[src/rtl/scc_pkg.sv]
// -----------------------------------------------------------------------------
// scc_pkg
// Shared constants and types for the SCC/SCC-I sound register controller.
//   - Channel indices CH_A..CH_E and the mixer slot that commits the registers.
//   - Register-window offsets for the volume bank and the channel enable mask.
//   - Bit position of the wave-reset / SCC-I mode flag in the mode registers.
//   - chan_regs_t: one channel's frequency/volume pair.
// -----------------------------------------------------------------------------
package scc_pkg;

    localparam logic [2:0] CH_A        = 3'd0;
    localparam logic [2:0] CH_B        = 3'd1;
    localparam logic [2:0] CH_C        = 3'd2;
    localparam logic [2:0] CH_D        = 3'd3;
    localparam logic [2:0] CH_E        = 3'd4;
    localparam logic [2:0] SLOT_COMMIT = 3'd5;

    localparam logic [3:0] OFS_VOL_BASE = 4'hA;
    localparam logic [3:0] OFS_ENABLE   = 4'hF;

    localparam int MODE_BIT = 5;

    typedef struct packed {
        logic [11:0] freq;
        logic [3:0]  vol;
    } chan_regs_t;

endpackage

[src/rtl/scc_register_controller_if.sv]
// -----------------------------------------------------------------------------
// scc_register_controller_if
// CPU-side write bus of the SCC register controller.
//   reg_a        register offset inside the sound-register window
//   reg_d        write data (shared by all three strobes)
//   reg_wr       sound-register write strobe
//   deform_wr    deformation register write strobe
//   scci_mode_wr SCC-I mode register write strobe
// master drives the bus (CPU decode), slave receives it (controller).
// -----------------------------------------------------------------------------
interface scc_register_controller_if;

    logic [3:0] reg_a;
    logic [7:0] reg_d;
    logic       reg_wr;
    logic       deform_wr;
    logic       scci_mode_wr;

    modport master (
        output reg_a,
        output reg_d,
        output reg_wr,
        output deform_wr,
        output scci_mode_wr
    );

    modport slave (
        input reg_a,
        input reg_d,
        input reg_wr,
        input deform_wr,
        input scci_mode_wr
    );

endinterface

[src/rtl/scc_reg_channel_bank.sv]
// -----------------------------------------------------------------------------
// scc_reg_channel_bank
// Double-buffered frequency/volume registers of a single wave channel.
//   clk, reset   clock, asynchronous active-high reset
//   enable       clock enable; nothing changes while low
//   wr_freq_lo   write frequency[7:0]  from wr_data
//   wr_freq_hi   write frequency[11:8] from wr_data[3:0]
//   wr_vol       write volume          from wr_data[3:0]
//   wr_data      CPU write data
//   commit       copy shadow to committed (frame boundary)
//   committed    committed frequency/volume seen by the slot mux
// A write in the commit cycle lands in the shadow only; the committed copy
// takes the shadow value from before that write.
// -----------------------------------------------------------------------------
module scc_reg_channel_bank
    import scc_pkg::*;
(
    input  logic       clk,
    input  logic       reset,
    input  logic       enable,
    input  logic       wr_freq_lo,
    input  logic       wr_freq_hi,
    input  logic       wr_vol,
    input  logic [7:0] wr_data,
    input  logic       commit,
    output chan_regs_t committed
);

    chan_regs_t shadow_q;
    chan_regs_t shadow_d;
    chan_regs_t committed_q;
    chan_regs_t committed_d;

    always_comb begin
        shadow_d    = shadow_q;
        committed_d = committed_q;
        if (enable) begin
            if (commit) begin
                committed_d = shadow_q;
            end
            if (wr_freq_lo) begin
                shadow_d.freq[7:0] = wr_data;
            end
            if (wr_freq_hi) begin
                shadow_d.freq[11:8] = wr_data[3:0];
            end
            if (wr_vol) begin
                shadow_d.vol = wr_data[3:0];
            end
        end
    end

    always_ff @(posedge clk or posedge reset) begin
        if (reset) begin
            shadow_q    <= '0;
            committed_q <= '0;
        end else begin
            shadow_q    <= shadow_d;
            committed_q <= committed_d;
        end
    end

    assign committed = committed_q;

endmodule

[src/rtl/scc_register_controller.sv]
// -----------------------------------------------------------------------------
// scc_register_controller
// SCC/SCC-I sound register file: decodes CPU writes into shadow registers,
// commits them at the slot-frame boundary and multiplexes the committed
// values onto the mixer's single-channel register ports.
//   clk, reset           clock, asynchronous active-high reset
//   enable               clock enable; all state holds while low
//   bus                  CPU write bus (reg_a/reg_d/reg_wr/deform_wr/scci_mode_wr)
//   active               mixer slot counter (0..4 = channel A..E, 5 = commit)
//   reg_frequency_count  committed frequency of the active channel (combinational)
//   reg_volume           committed volume of the active channel, VOL_DELAY late
//   reg_enable           committed enable bit of the active channel, VOL_DELAY late
//   reg_wave_reset       deformation register bit 5
//   reg_scci_enable      SCC-I mode register bit 5
//   clear_counter        one-cycle counter-clear pulses at commit, bit0 = A
// -----------------------------------------------------------------------------
module scc_register_controller
    import scc_pkg::*;
#(
    parameter int NUM_CH    = 5,
    parameter int VOL_DELAY = 1
) (
    input  logic                       clk,
    input  logic                       reset,
    input  logic                       enable,
    scc_register_controller_if.slave   bus,
    input  logic [2:0]                 active,
    output logic [11:0]                reg_frequency_count,
    output logic [3:0]                 reg_volume,
    output logic                       reg_enable,
    output logic                       reg_wave_reset,
    output logic                       reg_scci_enable,
    output logic [NUM_CH-1:0]          clear_counter
);

    logic              wr_en;
    logic              commit;
    logic [NUM_CH-1:0] wr_lo;
    logic [NUM_CH-1:0] wr_hi;
    logic [NUM_CH-1:0] wr_vol;
    chan_regs_t        chan [NUM_CH];

    logic [NUM_CH-1:0] mask_shadow_q, mask_shadow_d;
    logic [NUM_CH-1:0] mask_commit_q, mask_commit_d;
    logic [NUM_CH-1:0] pending_clear_q, pending_clear_d;
    logic [NUM_CH-1:0] clear_counter_q, clear_counter_d;
    logic              wave_reset_q, wave_reset_d;
    logic              scci_enable_q, scci_enable_d;

    assign wr_en  = bus.reg_wr & enable;
    assign commit = enable & (active == SLOT_COMMIT);

    // Per-channel write decode and register bank.
    for (genvar gi = 0; gi < NUM_CH; gi++) begin : g_chan
        assign wr_lo[gi]  = wr_en & (bus.reg_a == 4'(2 * gi));
        assign wr_hi[gi]  = wr_en & (bus.reg_a == 4'(2 * gi + 1));
        assign wr_vol[gi] = wr_en & (bus.reg_a == (OFS_VOL_BASE + 4'(gi)));

        scc_reg_channel_bank u_bank (
            .clk        (clk),
            .reset      (reset),
            .enable     (enable),
            .wr_freq_lo (wr_lo[gi]),
            .wr_freq_hi (wr_hi[gi]),
            .wr_vol     (wr_vol[gi]),
            .wr_data    (bus.reg_d),
            .commit     (commit),
            .committed  (chan[gi])
        );
    end

    // Mask, pending clears, clear pulse and mode bits.
    always_comb begin
        mask_shadow_d   = mask_shadow_q;
        mask_commit_d   = mask_commit_q;
        pending_clear_d = pending_clear_q;
        clear_counter_d = clear_counter_q;
        wave_reset_d    = wave_reset_q;
        scci_enable_d   = scci_enable_q;
        if (enable) begin
            clear_counter_d = '0;
            if (commit) begin
                mask_commit_d   = mask_shadow_q;
                // The pulse is gated by the live wave-reset level at commit,
                // so a per-write wave history would add nothing observable.
                clear_counter_d = pending_clear_q & {NUM_CH{wave_reset_q}};
                pending_clear_d = '0;
            end
            // Set after the commit clear: a write in the commit cycle keeps
            // its pending bit for the next frame.
            pending_clear_d = pending_clear_d | wr_lo | wr_hi;
            if (wr_en && (bus.reg_a == OFS_ENABLE)) begin
                mask_shadow_d = bus.reg_d[NUM_CH-1:0];
            end
            if (bus.deform_wr) begin
                wave_reset_d = bus.reg_d[MODE_BIT];
            end
            if (bus.scci_mode_wr) begin
                scci_enable_d = bus.reg_d[MODE_BIT];
            end
        end
    end

    always_ff @(posedge clk or posedge reset) begin
        if (reset) begin
            mask_shadow_q   <= '0;
            mask_commit_q   <= '0;
            pending_clear_q <= '0;
            clear_counter_q <= '0;
            wave_reset_q    <= 1'b0;
            scci_enable_q   <= 1'b0;
        end else begin
            mask_shadow_q   <= mask_shadow_d;
            mask_commit_q   <= mask_commit_d;
            pending_clear_q <= pending_clear_d;
            clear_counter_q <= clear_counter_d;
            wave_reset_q    <= wave_reset_d;
            scci_enable_q   <= scci_enable_d;
        end
    end

    // Slot mux: slots beyond the last channel select nothing and read as 0.
    logic [11:0] freq_sel;
    logic [3:0]  vol_sel;
    logic        en_sel;

    always_comb begin
        freq_sel = '0;
        vol_sel  = '0;
        en_sel   = 1'b0;
        for (int k = 0; k < NUM_CH; k++) begin
            if (active == 3'(k)) begin
                freq_sel = chan[k].freq;
                vol_sel  = chan[k].vol;
                en_sel   = mask_commit_q[k];
            end
        end
    end

    assign reg_frequency_count = freq_sel;

    // Volume/enable pipeline, {enable, volume} per stage, aligned to the
    // mixer's volume stage.
    logic [VOL_DELAY:0][4:0] vol_pipe;
    assign vol_pipe[0] = {en_sel, vol_sel};

    for (genvar gi = 1; gi <= VOL_DELAY; gi++) begin : g_vol_pipe
        logic [4:0] stage_q;
        logic [4:0] stage_d;

        always_comb begin
            stage_d = stage_q;
            if (enable) begin
                stage_d = vol_pipe[gi-1];
            end
        end

        always_ff @(posedge clk or posedge reset) begin
            if (reset) begin
                stage_q <= '0;
            end else begin
                stage_q <= stage_d;
            end
        end

        assign vol_pipe[gi] = stage_q;
    end

    assign reg_volume      = vol_pipe[VOL_DELAY][3:0];
    assign reg_enable      = vol_pipe[VOL_DELAY][4];
    assign reg_wave_reset  = wave_reset_q;
    assign reg_scci_enable = scci_enable_q;
    assign clear_counter   = clear_counter_q;

endmodule
[src/flat_wrapper.sv]
// flat-port wrapper written by rule: the top's interface ports become plain ports
module scc_register_controller_flat import scc_pkg::*;
#(
    parameter int NUM_CH    = 5,
    parameter int VOL_DELAY = 1
)
  (clk, reset, enable, active, reg_frequency_count, reg_volume, reg_enable, reg_wave_reset, reg_scci_enable, clear_counter, bus_reg_a, bus_reg_d, bus_reg_wr, bus_deform_wr, bus_scci_mode_wr);
  scc_register_controller_if bus_i ();
  input  logic clk;
  input  logic reset;
  input  logic enable;
  input  logic [2:0] active;
  output logic [11:0] reg_frequency_count;
  output logic [3:0] reg_volume;
  output logic reg_enable;
  output logic reg_wave_reset;
  output logic reg_scci_enable;
  output logic [NUM_CH-1:0] clear_counter;
  input wire logic [$bits(bus_i.reg_a)-1:0] bus_reg_a;
  input wire logic [$bits(bus_i.reg_d)-1:0] bus_reg_d;
  input wire logic [$bits(bus_i.reg_wr)-1:0] bus_reg_wr;
  input wire logic [$bits(bus_i.deform_wr)-1:0] bus_deform_wr;
  input wire logic [$bits(bus_i.scci_mode_wr)-1:0] bus_scci_mode_wr;
  assign bus_i.reg_a = bus_reg_a;
  assign bus_i.reg_d = bus_reg_d;
  assign bus_i.reg_wr = bus_reg_wr;
  assign bus_i.deform_wr = bus_deform_wr;
  assign bus_i.scci_mode_wr = bus_scci_mode_wr;
  scc_register_controller #(.NUM_CH(NUM_CH), .VOL_DELAY(VOL_DELAY)) u_core (.clk(clk), .reset(reset), .enable(enable), .bus(bus_i), .active(active), .reg_frequency_count(reg_frequency_count), .reg_volume(reg_volume), .reg_enable(reg_enable), .reg_wave_reset(reg_wave_reset), .reg_scci_enable(reg_scci_enable), .clear_counter(clear_counter));
endmodule
[config.mk]
export PLATFORM = sky130hd
export DESIGN_NAME = scc_register_controller_flat
export DESIGN_NICKNAME = d
export VERILOG_FILES = /design/src/rtl/scc_pkg.sv /design/src/rtl/scc_register_controller_if.sv /design/src/rtl/scc_reg_channel_bank.sv /design/src/rtl/scc_register_controller.sv /design/src/flat_wrapper.sv
export SDC_FILE = /design/constraint.sdc
export NUM_CORES = 1
export LEC_CHECK = 0
export ABC_AREA = 1
export ABC_CLOCK_PERIOD_IN_PS = 18800
export CAP_MARGIN = 10
export CORE_MARGIN = 2
export CORE_UTILIZATION = 55
export DETAILED_ROUTE_END_ITERATION = 16
export GPL_TIMING_DRIVEN = 0
export HOLD_SLACK_MARGIN = 0.03
export MAX_ROUTING_LAYER = met4
export PLACE_DENSITY = 0.75
export SETUP_SLACK_MARGIN = 0.15
export SYNTH_ARGS = -nofsm -noshare
export SYNTH_HDL_FRONTEND = slang
export SYNTH_SLANG_ARGS = --single-unit
[constraint.sdc]
create_clock -name clk -period 18.8 [get_ports clk]
set_clock_uncertainty 0.2 [all_clocks]
set_input_delay 2.82 -clock clk [delete_from_list [all_inputs] [get_ports clk]]
set_output_delay 2.82 -clock clk [all_outputs]
set_load 0.05 [all_outputs]
Word-level counts from Yosys, hierarchy flattened
Index checks and enable logic that the tools add are counted.
W data, S select, Z words.
{ "word_totals": {"register_bits": 187, "input_bits": 21, "output_inout_bits": 24, "elab_cells": 112} }
{ "op_classes": {"n_eq_ne": 20, "n_mux": 18, "n_bitwise": 20, "reduce_logical": 22} }
{ "ops": {"columns": ["cell", "n"], "rows": [
  ["$mux W12", 5],
  ["$reduce_and A2 Y1", 19],
  ["$eq A4 B4 Y1 const B", 8],
  ["$mux W4", 5],
  ["$and A1 B1 Y1", 17],
  ["$eq A4 B3 Y1 const B", 4],
  ["$mux W5", 3],
  ["$or A5 B5 Y5", 2],
  ["$eq A4 B2 Y1 const B", 2],
  ["$eq A3 B2 Y1 const B", 2],
  ["$eq A3 B3 Y1 const B", 2],
  ["$and A5 B5 Y5", 1],
  ["$mux W1", 5],
  ["$eq A4 B1 Y1 const B", 1],
  ["$logic_not A4 Y1", 1],
  ["$eq A3 B1 Y1 const B", 1],
  ["$logic_not A3 Y1", 1],
  ["$logic_and A1 B1 Y1", 1]
]} }

Longest topological paths before layout
{ "logic_depth": {"ltp_word": 6, "depth_mapped": 9} }

By module
A second synthesis with hierarchy kept.
{ "hier_totals": {"hier_cells": 1015, "hier_area_um2": 8429.3} }
{ "modules_own_cells": {"columns": ["module", "n_inst", "cells_each", "area_each_um2", "seq_area_each_um2"], "rows": [
  ["scc_reg_channel_bank", 5, 141, 1303.8, 800.8],
  ["scc_register_controller", 1, 310, 1910.6, 675.6]
]} }

Least setup slack after synthesis
No wires, ideal clock.
{ "synth_timing": {"path_kind": "input port to output port", "from": "input active[2]", "to": "output reg_frequency_count[4]", "t_arrival_ns": 3.953, "path_slack_ns": 11.827, "cell_stages": 6, "n_path_buf": 1, "path_cell_list": "inv_2 -> nand3_1 -> inv_1 -> clkbuf_1 -> nand2_1 -> nand4_1"} }
{ "synth_between": {"elab_chain_len": 6} }
{ "synth_rtl": {"columns": ["element", "line", "text"], "rows": [
  ["start, declared", "flat_wrapper.sv:12", "input logic [2:0] active;"],
  ["$logic_not A3 Y1", "scc_register_controller.sv:132", "if (active == 3'(k)) begin"],
  ["$mux W12 (4 in a row)", "scc_register_controller.sv:132", null],
  ["$mux W12 (*)", "scc_register_controller.sv:132", null],
  ["end, declared", "flat_wrapper.sv:13", "output logic [11:0] reg_frequency_count;"]
]} }
Mark *: on every way between the ends. The rest lies on a longest branch, timed or not.

Worst setup path in the final report
{ "layout_timing": {"from": "input active[0]", "to": "output reg_frequency_count[2]"} }
The elaborated chain is that of the path after synthesis.

==> results.toml <==
[route]
post_route_antenna_net_violation_count = 0
first_iter_violations = 532
detail_route.wl_per_cell_um = 16.4
dr_total_vias = 5926
post-route-drc-count = 0
drt-pass1-iter-count = 6
dr_vias_cell = 5.25
drt-total-wl_mm = 18.5

[logic_synthesis]
count_leader_synth = "nand2_1"
synth_top_cells_by_count = "377 x nand2_1, 187 x dfrtp_1, 116 x o21ai_0"
ys.flop_type = "dfrtp_1"
synthSimpleGateAreaFrac_pct = 22.2
combinational_family_with_the_most_area_after_synthesis = "simple AND/OR/NAND/NOR gates"
synth_warnings = 0
syn_avg_cell_area_um2 = 8.78
synth_area_leader_cell = "dfrtp_1"
share_of_flip_flops_with_an_asynchronous_set_or_reset_after_synthesis_pct = 100
yosysSeqAreaShare_pct = 61.2
yosysTopAreaCellShare_pct = 61.2
netlist_area_mm2 = 0.00765
post_synth_mux_area_share_pct = 0
net_count_after_synthesis = 892
synth-compound-area-share_pct = 10.1
yosys.area_share.xor_xnor_pct = 0
synth-edff-count = 0
netlist-cell-type-count = 22
post_synth_fa_ha_maj_area_fraction_pct = 0
postSynthCellCount = 871
synth.ff_latch_count = 187
biggest_area_contributors_in_the_synthesized_netlist = "dfrtp_1 61%, nand2_1 19%, o21ai_0 7.6%"

[worst_hold_path]
hold_class = "reg2reg"

[floorplan]
pin_count = 45
die_h_um = 122
die_width_um = 122
initial_utilization_pct = 55.8
rows = 43
core_area_mm2 = 0.0137
dieArea_mm2 = 0.0149

[placement]
place_area_mm2 = 0.00835
dp.final_hpwl_mm = 12.5
routabilityCongestion = 0.879
io_buffers = 44

[layout]
area_delta_synth_final_pct = 17.3
finished_layout_cell_area_mm2 = 0.00897
num_antenna_cells = 0
post-route-util_pct = 65.4
num-nets-final = 956
fillCellCount = 1136
layout-drive-gt1-share_pct = 6.75

[setup_path]
critical_path.top_delay_family = "buffers and inverters"
worst_setup_path_start_kind = "input pin"
timing.critical_path.required_ns = 15.78
criticalPathCategory = "in2out"
path_cells = "clkdlybuf4s50_1 -> nor2_1 -> nand2_1 -> inv_1 -> buf_2 -> nand2_1 -> nand4_1 -> clkdlybuf4s50_1"
worst_setup_path_end_kind = "primary output"
worst-path-max-fanout = 10
ff2ff_setup_slack_ns = 17.62
arrival_ns = 5.56
cp_slowest_cell = "clkdlybuf4s50_1"
worstPathBufferInverterCount = 4
critical-path-max-stage-delay_ns = 0.82

[job]
maximum_capacitance_violations = 0

[timing]
max_slew.worst_pin.slew_ns = 0.731
number_of_setup_violations_in_the_final_report = 0
report.final.hold_viol_count = 0
timing.hold.ws_ns = 0.273
min_period_over_period_pct = 45.6
final.min_clock_period_ns = 8.58
grt_setup_unrepaired = "false"
sum_of_negative_setup_slack_ns = 0
timing.final.max_slew_violations = 0
max-slew-margin-rel_pct = 51.3
achievable-frequency_mhz = 117

[global_routing]
number_of_global_route_vias_before_repair = 5893
grt_pass1_wl_mm = 30.0
grt.total_usage_pct = 27.9
largest_net_degree_at_the_start_of_global_routing = 116
number_of_antenna_violations_at_the_first_check_in_global_routing = 0
overflow = 0

[pwr]
ir_drop_uv = 74.1
finalPower_w = 0.00104
power.density_mw_per_mm2 = 116
total_leakage_power_nw = 4.48

[clock_network]
cts-hold-fix-buffers = 0
cts.sinks = 187
clk_latency_ns = 0.42
clk_pin_slew_ns = 0.07
cts_resized = 0
clock_tree_from_tritoncts = "built"
post-cts-setup-buffer-count = 0
cts-buffers-inserted = 17
cts-root-to-sink-buffers = 2
htreeDepth = 4
cts_root_buf = "clkbuf_16"

[status]
status = "completed"
sequential cells by signal (all words and copies together) (netlist names):
| signal | cells |
|---|---|
| u_core.mask_commit_q | 5 |
| u_core.clear_counter | 5 |
| u_core.reg_scci_enable | 1 |
| u_core.mask_shadow_q | 5 |
| u_core.g_vol_pipe.stage_q | 5 |
| u_core.g_chan.u_bank.shadow_q | 80 |
| u_core.g_chan.u_bank.committed | 80 |
| u_core.pending_clear_q | 5 |
| u_core.reg_wave_reset | 1 |
cell families after synthesis:
kind of cell / count (synthesis)
and+or+nand+nor: 422
DFF: 187
AOI/OAI and AO/OA: 147
buffers and inverters: 115
where the power goes:
| part | total, W | internal (W) | switching [W] |
|---|---|---|---|
| clock | 0.000381 | 0.000223 | 0.000158 |
| sequential | 0.000514 | 0.000477 | 0.0000373 |
| combinational | 0.000145 | 0.0000509 | 0.0000938 |
path summary, 6_finish.rpt:
path | end | cells after the start | from
max in group asynchronous | u_core.g_chan[1].u_bank.committed[11] | 3 | reset
worst min-delay path | u_core.g_chan[4].u_bank.committed[7] | 2 | u_core.g_chan[4].u_bank.committed[7]
worst max register to register | u_core.g_vol_pipe[1].stage_q[0] | 6 | u_core.g_chan[0].u_bank.committed[0]
worst min register to register | u_core.g_chan[4].u_bank.committed[7] | 2 | u_core.g_chan[4].u_bank.committed[7]
min in group asynchronous | u_core.pending_clear_q[3] | 2 | reset
worst max-delay path | reg_frequency_count[2] | 8 | active[0]
per-stage QoR:
stage	setup WS, ns	std cells
after floorplan	10.69	871
after global placement	8.32	1095
after detailed placement	10.30	1096
after CTS	10.25	1128
after global routing	10.10	1128
final	10.22	1128
worst register-to-register path, cell delays in order, from the launching register on:
cell and delay [ns]:
dfrtp_1 0.40, nand3_1 0.09, nand2_1 0.06, nor2_1 0.17, nand2_1 0.07, nand2_1 0.06
nand2_1 0.04
layout by cell type (no fill, tap or decap), types with 3 or more instances in the layout:
cell type	n
nand2_1	377
dfrtp_1	187
o21ai_0	116
inv_1	76
clkdlybuf4s50_1	44
nor2_1	18
clkbuf_16	17
clkbuf_1	16
o22ai_1	15
nand4_1	12
buf_4	10
buf_2	7
nand3_1	7
o21ai_1	6
o31ai_1	5
nor3_4	4
clkinv_4	4
bufinv_16	4
inv_2	3
buf_6	3
clkinvlp_4	3
final cells by class:
class	instances	area (um2)	share of cell area, %
buffer	35	200	2.23
clock buffer	18	429	4.78
clock inverter	14	196	2.19
inverter	80	308	3.43
multi-input combinational	569	2470	27.5
sequential	187	4680	52.1
tap	180	225	2.51
timing repair buffer	45	468	5.21
layer usage:
| layer | GRT usage [%] | share of wire (%) |
|---|---|---|
| met1 | 36.9 | 45 |
| met2 | 43.6 | 47 |
| met3 | 5.71 | 5.8 |
| met4 | 9.48 | 2.4 |
| met5 | - | 0 |
Power figures use the tool's default switching activity.
